$ cat config.mk
export PLATFORM = sky130hd
export DESIGN_NAME = rx_link_sequencer_flat
export DESIGN_NICKNAME = d
export VERILOG_FILES = /design/src/rtl/rx_link_pkg.sv /design/src/rtl/rx_link_sequencer_if.sv /design/src/rtl/rx_link_timer.sv /design/src/rtl/rx_link_sequencer.sv /design/src/flat_wrapper.sv
export SDC_FILE = /design/constraint.sdc
export NUM_CORES = 1
export LEC_CHECK = 0
export BUFFER_PORTS_ARGS = -buffer_cell sky130_fd_sc_hd__buf_2
export CORE_ASPECT_RATIO = 0.6
export CORE_MARGIN = 10
export CORE_UTILIZATION = 40
export DETAILED_ROUTE_END_ITERATION = 12
export HOLD_SLACK_MARGIN = 0.03
export PLACE_DENSITY = 0.58
export SLEW_MARGIN = 20
export SYNTH_ARGS = -nofsm -noshare
export SYNTH_HDL_FRONTEND = slang
export SYNTH_HIERARCHICAL = 1
export SYNTH_SLANG_ARGS = --single-unit
$ cat constraint.sdc
create_clock -name clk_rxg -period 5.3 [get_ports clk_rxg]
set_clock_uncertainty 0.2 [all_clocks]
set_input_delay 1.06 -clock clk_rxg [delete_from_list [all_inputs] [get_ports clk_rxg]]
set_output_delay 1.06 -clock clk_rxg [all_outputs]
set_load 0.005 [all_outputs]
$ cat src/rtl/rx_link_pkg.sv
`default_nettype none
// ============================================================================
// Module  : rx_link_pkg
// Purpose : Shared widths, state encodings and state type for the RX link
//           sequencer.
// Rev     : 1.0  initial release
// ============================================================================
package rx_link_pkg;

    localparam int LINK_STATE_W   = 3;
    localparam int COL_SEL_W      = 2;
    localparam int NUM_COL_GROUPS = 4;

    localparam logic [LINK_STATE_W-1:0] LS_IDLE      = 3'd0;
    localparam logic [LINK_STATE_W-1:0] LS_START     = 3'd1;
    localparam logic [LINK_STATE_W-1:0] LS_WAIT_DONE = 3'd2;
    localparam logic [LINK_STATE_W-1:0] LS_SETTLE    = 3'd3;
    localparam logic [LINK_STATE_W-1:0] LS_STREAM    = 3'd4;
    localparam logic [LINK_STATE_W-1:0] LS_FAIL      = 3'd5;

    typedef enum logic [LINK_STATE_W-1:0] {
        ST_IDLE      = LS_IDLE,
        ST_START     = LS_START,
        ST_WAIT_DONE = LS_WAIT_DONE,
        ST_SETTLE    = LS_SETTLE,
        ST_STREAM    = LS_STREAM,
        ST_FAIL      = LS_FAIL
    } link_state_e;

endpackage
`default_nettype wire

$ cat src/rtl/rx_link_sequencer_if.sv
`default_nettype none
// ============================================================================
// Module  : rx_link_sequencer_if
// Purpose : Control/status bundle between the command decoder side (master)
//           and the link sequencer (slave).
// Rev     : 1.0  initial release
// ============================================================================
interface rx_link_sequencer_if;

    logic                              link_enable;
    logic                              training_done;
    logic                              fval;
    logic [rx_link_pkg::COL_SEL_W-1:0]    column_sel_req;
    logic                              cmd_start_training;
    logic [rx_link_pkg::COL_SEL_W-1:0]    window_column_sel;
    logic                              stream_en;
    logic [rx_link_pkg::LINK_STATE_W-1:0] link_state;
    logic [1:0]                        retry_cnt;
    logic                              train_fail;

    modport master (
        output link_enable, training_done, fval, column_sel_req,
        input  cmd_start_training, window_column_sel, stream_en,
               link_state, retry_cnt, train_fail
    );

    modport slave (
        input  link_enable, training_done, fval, column_sel_req,
        output cmd_start_training, window_column_sel, stream_en,
               link_state, retry_cnt, train_fail
    );

endinterface
`default_nettype wire

$ cat src/rtl/rx_link_timer.sv
`default_nettype none
// ============================================================================
// Module  : rx_link_timer
// Purpose : Loadable up-counter that saturates at a terminal value and flags it.
// Rev     : 1.0  initial release
// ============================================================================
module rx_link_timer #(
    parameter int WIDTH = 17
) (
    input  logic             clk,
    input  logic             rst,
    input  logic             i_load,
    input  logic [WIDTH-1:0] i_load_val,
    input  logic [WIDTH-1:0] i_term,
    output logic             o_tc
);

    logic [WIDTH-1:0] r_cnt;
    logic             w_tc;

    assign w_tc = (r_cnt == i_term);
    assign o_tc = w_tc;

    always_ff @(posedge clk) begin
        if (rst) begin
            r_cnt <= '0;
        end else if (i_load) begin
            r_cnt <= i_load_val;
        end else if (!w_tc) begin
            r_cnt <= r_cnt + WIDTH'(1);
        end
    end

endmodule
`default_nettype wire

$ cat src/rtl/rx_link_sequencer.sv
`default_nettype none
// ============================================================================
// Module  : rx_link_sequencer
// Purpose : LVDS RX bring-up sequencer: training request with timeout/retry,
//           frame-aligned stream gating and column-group selection.
//           Define AUTO_COLUMN_SCAN_EN to step the column group every frame.
// Rev     : 1.0  initial release
// ============================================================================
module rx_link_sequencer
    import rx_link_pkg::*;
#(
    parameter int TRAIN_TIMEOUT = 65536,
    parameter int MAX_RETRY     = 3,
    parameter int SETTLE_CYCLES = 16
) (
    input  logic                clk_rxg,
    input  logic                reset,
    rx_link_sequencer_if.slave  link
);

    localparam int TMR_MAX = (TRAIN_TIMEOUT > SETTLE_CYCLES) ? TRAIN_TIMEOUT : SETTLE_CYCLES;
    localparam int TMR_W   = $clog2(TMR_MAX) + 1;
    localparam logic [TMR_W-1:0] C_TO_TERM   = TMR_W'(TRAIN_TIMEOUT - 1);
    localparam logic [TMR_W-1:0] C_ST_TERM   = TMR_W'(SETTLE_CYCLES - 1);
    localparam logic [1:0]       C_MAX_RETRY = 2'(MAX_RETRY);

    link_state_e            r_state;
    link_state_e            w_next;
    logic                   r_td_d;
    logic                   r_fval_d;
    logic [1:0]             r_retry;
    logic [1:0]             w_retry_nxt;
    logic                   r_cmd;
    logic                   r_stream;
    logic                   r_fail;
    logic [COL_SEL_W-1:0]   r_col;
    logic                   w_td_rise;
    logic                   w_td_fall;
    logic                   w_fval_fall;
    logic                   w_tmr_load;
    logic                   w_tmr_tc;
    logic [TMR_W-1:0]       w_tmr_term;

    assign w_td_rise   =  link.training_done && !r_td_d;
    assign w_td_fall   = !link.training_done &&  r_td_d;
    assign w_fval_fall = !link.fval          &&  r_fval_d;

    // One timer serves both waits; it restarts from zero on every state change.
    assign w_tmr_term = (r_state == ST_SETTLE) ? C_ST_TERM : C_TO_TERM;
    assign w_tmr_load = (w_next != r_state) || (r_state == ST_IDLE);

    rx_link_timer #(
        .WIDTH      (TMR_W)
    ) u_timer (
        .clk        (clk_rxg),
        .rst        (reset),
        .i_load     (w_tmr_load),
        .i_load_val ('0),
        .i_term     (w_tmr_term),
        .o_tc       (w_tmr_tc)
    );

    always_comb begin
        w_next      = r_state;
        w_retry_nxt = r_retry;
        case (r_state)
            ST_IDLE: begin
                if (link.link_enable) w_next = ST_START;
            end
            ST_START: begin
                w_next = link.link_enable ? ST_WAIT_DONE : ST_IDLE;
            end
            ST_WAIT_DONE: begin
                if (!link.link_enable) begin
                    w_next = ST_IDLE;
                end else if (w_td_rise) begin
                    w_next = ST_SETTLE;
                end else if (w_tmr_tc) begin
                    if (r_retry == C_MAX_RETRY) begin
                        w_next = ST_FAIL;
                    end else begin
                        w_next      = ST_START;
                        w_retry_nxt = r_retry + 2'd1;
                    end
                end
            end
            ST_SETTLE: begin
                if (!link.link_enable) begin
                    w_next = ST_IDLE;
                end else if (w_td_fall) begin
                    w_next = ST_START;
                end else if (w_tmr_tc && !link.fval) begin
                    w_next = ST_STREAM;
                end
            end
            ST_STREAM: begin
                if (w_td_fall) begin
                    w_next      = ST_START;
                    w_retry_nxt = 2'd0;
                end else if (!link.link_enable && !link.fval) begin
                    w_next = ST_IDLE;
                end
            end
            ST_FAIL: begin
                if (!link.link_enable) w_next = ST_IDLE;
            end
            default: begin
                w_next = ST_IDLE;
            end
        endcase
        if (w_next == ST_IDLE) w_retry_nxt = 2'd0;
    end

    always_ff @(posedge clk_rxg) begin
        if (reset) begin
            r_state  <= ST_IDLE;
            r_td_d   <= 1'b0;
            r_fval_d <= 1'b0;
            r_retry  <= 2'd0;
            r_cmd    <= 1'b0;
            r_stream <= 1'b0;
            r_fail   <= 1'b0;
            r_col    <= '0;
        end else begin
            r_state  <= w_next;
            r_td_d   <= link.training_done;
            r_fval_d <= link.fval;
            r_retry  <= w_retry_nxt;
            r_cmd    <= (r_state == ST_START) && link.link_enable;
            // Streaming only once the state has already settled into STREAM.
            r_stream <= (r_state == ST_STREAM) && (w_next == ST_STREAM);
            if (w_next == ST_FAIL) begin
                r_fail <= 1'b1;
            end else if (w_next == ST_IDLE) begin
                r_fail <= 1'b0;
            end
`ifdef AUTO_COLUMN_SCAN_EN
            if (r_state == ST_STREAM) begin
                if (w_fval_fall) r_col <= r_col + COL_SEL_W'(1);
            end else if (!link.fval) begin
                r_col <= link.column_sel_req;
            end
`else
            if (w_fval_fall || (!link.fval && (r_state != ST_STREAM))) begin
                r_col <= link.column_sel_req;
            end
`endif
        end
    end

    assign link.cmd_start_training = r_cmd;
    assign link.window_column_sel  = r_col;
    assign link.stream_en          = r_stream;
    assign link.link_state         = r_state;
    assign link.retry_cnt          = r_retry;
    assign link.train_fail         = r_fail;

endmodule
`default_nettype wire

$ cat src/flat_wrapper.sv
// flat-port wrapper written by rule: the top's interface ports become plain ports
module rx_link_sequencer_flat import rx_link_pkg::*;
#(
    parameter int TRAIN_TIMEOUT = 65536,
    parameter int MAX_RETRY     = 3,
    parameter int SETTLE_CYCLES = 16
)
  (clk_rxg, reset, link_link_enable, link_training_done, link_fval, link_column_sel_req, link_cmd_start_training, link_window_column_sel, link_stream_en, link_link_state, link_retry_cnt, link_train_fail);
  rx_link_sequencer_if link_i ();
  input  logic clk_rxg;
  input  logic reset;
  input wire logic [$bits(link_i.link_enable)-1:0] link_link_enable;
  input wire logic [$bits(link_i.training_done)-1:0] link_training_done;
  input wire logic [$bits(link_i.fval)-1:0] link_fval;
  input wire logic [$bits(link_i.column_sel_req)-1:0] link_column_sel_req;
  output wire logic [$bits(link_i.cmd_start_training)-1:0] link_cmd_start_training;
  output wire logic [$bits(link_i.window_column_sel)-1:0] link_window_column_sel;
  output wire logic [$bits(link_i.stream_en)-1:0] link_stream_en;
  output wire logic [$bits(link_i.link_state)-1:0] link_link_state;
  output wire logic [$bits(link_i.retry_cnt)-1:0] link_retry_cnt;
  output wire logic [$bits(link_i.train_fail)-1:0] link_train_fail;
  assign link_i.link_enable = link_link_enable;
  assign link_i.training_done = link_training_done;
  assign link_i.fval = link_fval;
  assign link_i.column_sel_req = link_column_sel_req;
  assign link_cmd_start_training = link_i.cmd_start_training;
  assign link_window_column_sel = link_i.window_column_sel;
  assign link_stream_en = link_i.stream_en;
  assign link_link_state = link_i.link_state;
  assign link_retry_cnt = link_i.retry_cnt;
  assign link_train_fail = link_i.train_fail;
  rx_link_sequencer #(.TRAIN_TIMEOUT(TRAIN_TIMEOUT), .MAX_RETRY(MAX_RETRY), .SETTLE_CYCLES(SETTLE_CYCLES)) u_core (.clk_rxg(clk_rxg), .reset(reset), .link(link_i));
endmodule
[Word level (Yosys, flattened, before mapping)]
Cells that the tools add are included.
Cells by class
  add/subtract/negate cells: 2
  multiply operators: 0
  divide/modulo/power cells: 0
  $lt $le $gt $ge: 0
  eq/ne operators: 16
  shift-type cells: 0
  mux-type cells: 22
  bitwise logic cells: 0
  reduce and logical (&&, ||, !) cells: 21
Operator list (number)
  3-bit 2-to-1 mux: 11
  3-bit one-hot mux with 6 select lines: 1
  17-bit by 1-bit adder with 17-bit output, second input constant: 1
  17-bit equality test: 1
  16-bit 2-to-1 mux: 1
  3-bit equality test, second input constant: 4
  2-bit 2-to-1 mux: 6
  1-bit logical AND: 8
  3-bit by 2-bit equality test with 1-bit output, second input constant: 2
  3-bit zero test: 2
  2-bit != test, second input constant: 3
  6-bit AND reduction: 1
  1-bit zero test: 4
  2-bit by 1-bit != test with 1-bit output, second input constant: 2
  2-bit one-hot mux with 2 select lines: 1
  2-bit nonzero test: 2
  2-bit OR reduction: 2
  3-bit by 1-bit equality test with 1-bit output, second input constant: 1
  3-bit != test: 1
  3-bit != test, second input constant: 1
  2-bit by 1-bit adder with 2-bit output, second input constant: 1
  2-bit equality test, second input constant: 1
  1-bit logical OR: 2
  1-bit 2-to-1 mux: 2
Storage, ports and cells
  bits in registers: 29
  bits in latches: 0
  RAM bits: 0
  ROM bits: 0
  output and inout port bits: 10
  memories: 0

[Longest topological paths before layout]
  depth in word-level cells: 11
  mapped depth: 18

[Cells and area by module]
The synthesis kept the hierarchy.
By module, submodules not included
  rx_link_timer: times used 1, cells an instance 174, area an instance 1338.8 µm², sequential area each 340.3 µm²
  rx_link_sequencer: times used 1, cells an instance 98, area an instance 772.0 µm², sequential area each 240.2 µm²

[Worst setup path after synthesis]
OpenSTA, ideal clock, no wires.
  path type: reg2reg
  from: register u_core.r_state[0], in the netlist u_core/link.link_state[0]
  to: register u_core.u_timer.r_cnt[15]
  data arrival time: 4.083 ns
  data required time: 5.014 ns
  path slack: 0.932 ns
  cell stages (with the launch flop): 17
  path through: dfxtp_1 > clkbuf_1 > nand3_1 > xnor2_1 > nand4_1 > or4_4 > buf_6 > nor2_1 > nand2b_1 > nor2_1 > o21ai_0 > o311a_1 > o221ai_1 > clkbuf_1 > nor2_1 > a221o_1 > a211oi_1
Between the ends
  word-level cells in the longest chain between the ends: 11
Ends and longest elaborated chain
  from (decl): line rx_link_sequencer.sv:27  | link_state_e r_state;
  from (signal assigned): line rx_link_sequencer.sv:125  | r_state <= w_next;
  3-bit by 2-bit equality test with 1-bit output (*): line rx_link_sequencer.sv:49  | assign w_tmr_term = (r_state == ST_SETTLE) ? C_ST_TERM : C_TO_TERM;
  16-bit 2-to-1 mux (*): line rx_link_sequencer.sv:49
  named net u_core.w_tmr_term[10]: line rx_link_sequencer.sv:42  | logic [TMR_W-1:0] w_tmr_term;
  17-bit equality test (*): line rx_link_timer.sv:21  | assign w_tc = (r_cnt == i_term);
  named net u_core.w_tmr_tc: line rx_link_sequencer.sv:41  | logic w_tmr_tc;
  1-bit logical AND: line rx_link_sequencer.sv:92  | end else if (w_tmr_tc && !link.fval) begin
  3-bit 2-to-1 mux: line rx_link_sequencer.sv:92
  3-bit 2-to-1 mux: line rx_link_sequencer.sv:90  | end else if (w_td_fall) begin
  3-bit 2-to-1 mux: line rx_link_sequencer.sv:88  | if (!link.link_enable) begin
  3-bit one-hot mux with 6 select lines (*): line rx_link_sequencer.sv:66  | case (r_state)
  3-bit != test (*): line rx_link_sequencer.sv:50  | assign w_tmr_load = (w_next != r_state) || (r_state == ST_IDLE);
  1-bit logical OR (*): line rx_link_sequencer.sv:50
  named net u_core.w_tmr_load: line rx_link_sequencer.sv:40  | logic w_tmr_load;
  2-bit OR reduction (no line) (*)
  to (signal assigned): line rx_link_timer.sv:28  | r_cnt <= i_load_val;
  to (signal assigned): line rx_link_timer.sv:30  | r_cnt <= r_cnt + WIDTH'(1);
  to (decl): line rx_link_timer.sv:18  | logic [WIDTH-1:0] r_cnt;
The timed path passes the listed nets; every way through them passes the cells marked *.
A chain may end at the register's enable or synchronous reset.

[Worst setup path in the final report]
  from: register u_core.r_state[2], in the netlist u_core/link.link_state[2]
  to: register u_core.u_timer.r_cnt[15]
The elaborated chain is that of the path after synthesis.

==> PnR_summary.wiki <==
{| class="wikitable"
! Metric !! Value
|-
| Result of the run || completed
|-
| Number of antenna-violating nets in the routed design || 0
|-
| Number of buffer and inverter instances along the worst setup path || 2
|-
| Hold Path Depth || 2
|-
| Number of enable flip-flop cells after synthesis || 0
|-
| Wirelength per Cell || 15.9 um
|-
| Main flop type after synthesis || dfxtp_1
|-
| RSZ-0062 raised after global routing || no
|-
| Slowest CP cell || or4_4
|-
| Number of iterations in the first detailed-routing pass || 4
|-
| Most used cell along the critical path || nor2_1
|-
| CTS Buffer Depth || 2
|-
| Aggregate routed wire length || 5.85 mm
|-
| Worst Reg-to-Reg Cells || 14
|-
| Number of antenna repair diodes || 0
|-
| Avg Cell Area, Syn || 7.76 um2
|-
| Static leakage || 0.000883 uW
|-
| Post-synthesis instance total || 272
|-
| Height of the die || 76.3 um
|-
| Overall global routing resource usage || 0.133
|-
| Clk sinks || 29
|-
| Number of distinct library cells after synthesis || 53
|-
| Fin nets || 310
|-
| Worst Path Arrival || 4.54 ns
|-
| Clock latency reported for the late side of the worst-skew pair || 0.28 ns
|-
| Aggregate global routing overflow || 0
|-
| Total stage count of the critical path || 14
|-
| Number of global-route vias before repair || 1836
|-
| First-pass GRT wire length || 9.62 mm
|-
| Detailed placement HPWL || 4.16 mm
|-
| Synth Register Bits || 29
|-
| Total of buffers placed on input and output ports || 16
|-
| Resized Gates After CTS || 0
|-
| Worst Max-Slew Pin Slew || 0.995 ns
|-
| H-Tree Level Count || 2
|-
| Post-detailed-route via-to-cell ratio || 5.65
|-
| Filler-free cell count of the finished design || 368
|-
| Share of layout cells above drive strength 1 || 0.136
|-
| Maximum number of pins on one net before global-route repair || 33
|-
| Placed instance count || 360
|-
| Synthesized cell area || 2110 um2
|-
| Worst slew margin relative to its limit || 0.330
|-
| Number of pins exceeding their max-slew limit in the final report || 0
|-
| Sum Neg Setup Slack || 0 ns
|-
| Number of placed I/O pins || 17
|-
| Post-Route Utilization || 0.474
|-
| Initial core utilization || 0.416
|-
| Minimum setup slack in the final design || 0.747 ns
|-
| Count of endpoints failing hold in the final timing report || 0
|-
| CP Max Fanout || 21
|-
| Final weighted congestion in routability-driven placement || 0.862
|-
| Endpoint required time on the critical path || 5.29 ns
|-
| Count of endpoints failing setup in the final report || 0
|-
| Synthesis Warnings || 6
|-
| Worst slack at placement || 0.851 ns
|-
| HP Class || reg2reg
|-
| Total Die Area || 8680 um2
|-
| Commonest non-fill, non-tap cells in the layout || 46 x nor2_1, 29 x dfxtp_1, 22 x conb_1
|-
| Total power divided by cell area || 216 nW/um2
|-
| Category of the worst setup path capture point || flip-flop
|-
| Series of cell instances along the critical path || inv_1, nand3_1, xnor2_1, nand4_1, or4_4, nor2_1, nand2b_1, a21boi_0, o32ai_1, o221ai_1, buf_4, nor2_1, a221o_1, a211oi_1
|-
| Reg clk slew, reported paths || 0.07 ns
|-
| Drt drc || 0
|-
| Vias || 2080
|-
| Min cycle time layout || 4.55 ns
|-
| Area of the core || 5080 um2
|-
| Number of clock buffers inserted by TritonCTS || 5
|-
| CP startpoint kind || flip-flop
|-
| Antenna violations before repair || 0
|-
| Iteration-0 DRC Markers || 180
|-
| CTS tree || done
|-
| Class of the most critical setup path || reg2reg
|-
| Leading cell type in the layout, fill and taps excluded || nor2_1
|-
| Quantity of hold-fixing buffers added after cts || 0
|-
| IR Drop Worst-Case VDD || 103 uV
|-
| Maxcap violations || 0
|-
| Post-route clock period utilization || 0.859
|-
| Delay of the slowest cell on the worst path || 0.69 ns
|-
| Area Overhead vs Synth || 14.0%
|-
| Worst-case hold slack || 0.285 ns
|-
| Worst path top cell family by delay || simple AND/OR/NAND/NOR gates
|-
| Part of the Yosys area used for sequential elements || 0.275
|-
| Number of core rows || 20
|-
| Fmax || 220 MHz
|-
| Proportion of synthesized flip-flops having asynchronous set or reset || 0
|-
| Root buf cell || clkbuf_8
|-
| Die width || 114 um
|-
| Setup repair bufs after CTS || 0
|}
[per-stage QoR]
step / total power, uW / area [um2]
6_report: 521 / 2410
5_1_grt: 544 / 2410
4_1_cts: 525 / 2410
3_5_place_dp: 318 / 2310
3_3_place_gp: 317 / 2310
2_1_floorplan: 296 / 2190
[worst min-delay path, cell delays in order (launching register included)]
cell and delay (ns):
dfxtp_1 0.31, o21ai_0 0.06, a21oi_1 0.06
[layer usage]
metal,part of all wire,vias to the layer above,GRT usage
met4,0.0032,0,0.0262
met2,0.37,67,0.166
met3,0.091,2,0.0448
met5,0,-,0
li1,-,1056,-
met1,0.53,955,0.207
[layout make-up]
type | count | area [um2]
clock buffer | 7 | 96.3
timing repair buffer | 22 | 125
inverter | 8 | 30.0
clock inverter | 1 | 5.00
multi-input combinational | 235 | 1490
sequential | 29 | 581
fill | 526 | 2670
tap | 66 | 82.6
[worst paths after layout]
kind / slack (ns) / end / from
worst max-delay path: 0.75 / u_core/u_timer/r_cnt[15]$_SDFFE_PP0P_ / u_core/link.link_state[2]$_SDFF_PP0_
worst min-delay path: 0.29 / u_core/link.window_column_sel[0]$_SDFFE_PP0P_ / u_core/link.window_column_sel[0]$_SDFFE_PP0P_
worst max register to register: 0.75 / u_core/u_timer/r_cnt[15]$_SDFFE_PP0P_ / u_core/link.link_state[2]$_SDFF_PP0_
worst min register to register: 0.29 / u_core/link.window_column_sel[0]$_SDFFE_PP0P_ / u_core/link.window_column_sel[0]$_SDFFE_PP0P_
[report_power, final]
group | leakage [uW] | internal [uW] | total (uW) | switching, uW
combinational | 0.000589 | 28.0 | 68.9 | 40.9
clock | 0.0000542 | 117 | 207 | 89.4
sequential | 0.000240 | 230 | 245 | 15.4
total | 0.000883 | 375 | 521 | 146
[cell usage after synthesis (2+ instances only)]
| cell type | n | area share |
|---|---|---|
| a2111oi_0 | 11 | 0.046 |
| a2111oi_1 | 7 | 0.033 |
| a21boi_0 | 4 | 0.014 |
| a21o_1 | 2 | 0.0071 |
| a21oi_1 | 7 | 0.017 |
| and2_1 | 2 | 0.0059 |
| and3_1 | 7 | 0.021 |
| and4_1 | 2 | 0.0083 |
| buf_2 | 4 | 0.0095 |
| clkbuf_1 | 15 | 0.027 |
| conb_1 | 2 | 0.0036 |
| dfxtp_1 | 29 | 0.28 |
| ha_1 | 2 | 0.012 |
| inv_1 | 7 | 0.012 |
| nand2_1 | 11 | 0.020 |
| nand2b_1 | 7 | 0.021 |
| nand3_1 | 10 | 0.024 |
| nand3b_1 | 4 | 0.014 |
| nand4_1 | 5 | 0.015 |
| nor2_1 | 46 | 0.082 |
| nor2b_1 | 5 | 0.015 |
| nor3_1 | 4 | 0.0095 |
| nor3_2 | 4 | 0.019 |
| nor4_1 | 3 | 0.0089 |
| o2111a_1 | 8 | 0.043 |
| o211ai_1 | 3 | 0.011 |
| o21ai_0 | 18 | 0.043 |
| o22ai_1 | 2 | 0.0059 |
| xnor2_1 | 17 | 0.071 |
[registers in the layout, indices dropped and copies added (netlist names)]
name	flops
u_core/link.cmd_start_training	1
u_core/link.link_state	3
u_core/u_timer/r_cnt	17
u_core/link.train_fail	1
u_core/link.stream_en	1
u_core/r_td_d	1
u_core/link.retry_cnt	2
u_core/link.window_column_sel	2
u_core/r_fval_d	1
[cell families after synthesis]
kind of cell	Yosys count	share of synthesized area
AOI/OAI and AO/OA	76	0.282
xor gates and xnor gates	17	0.0705
adders and majority gates	2	0.0119
buffers and inverters	28	0.0557
DFF	29	0.275
other	2	0.00356
and+or+nand+nor	118	0.301
(Power assumes the default switching activity.)
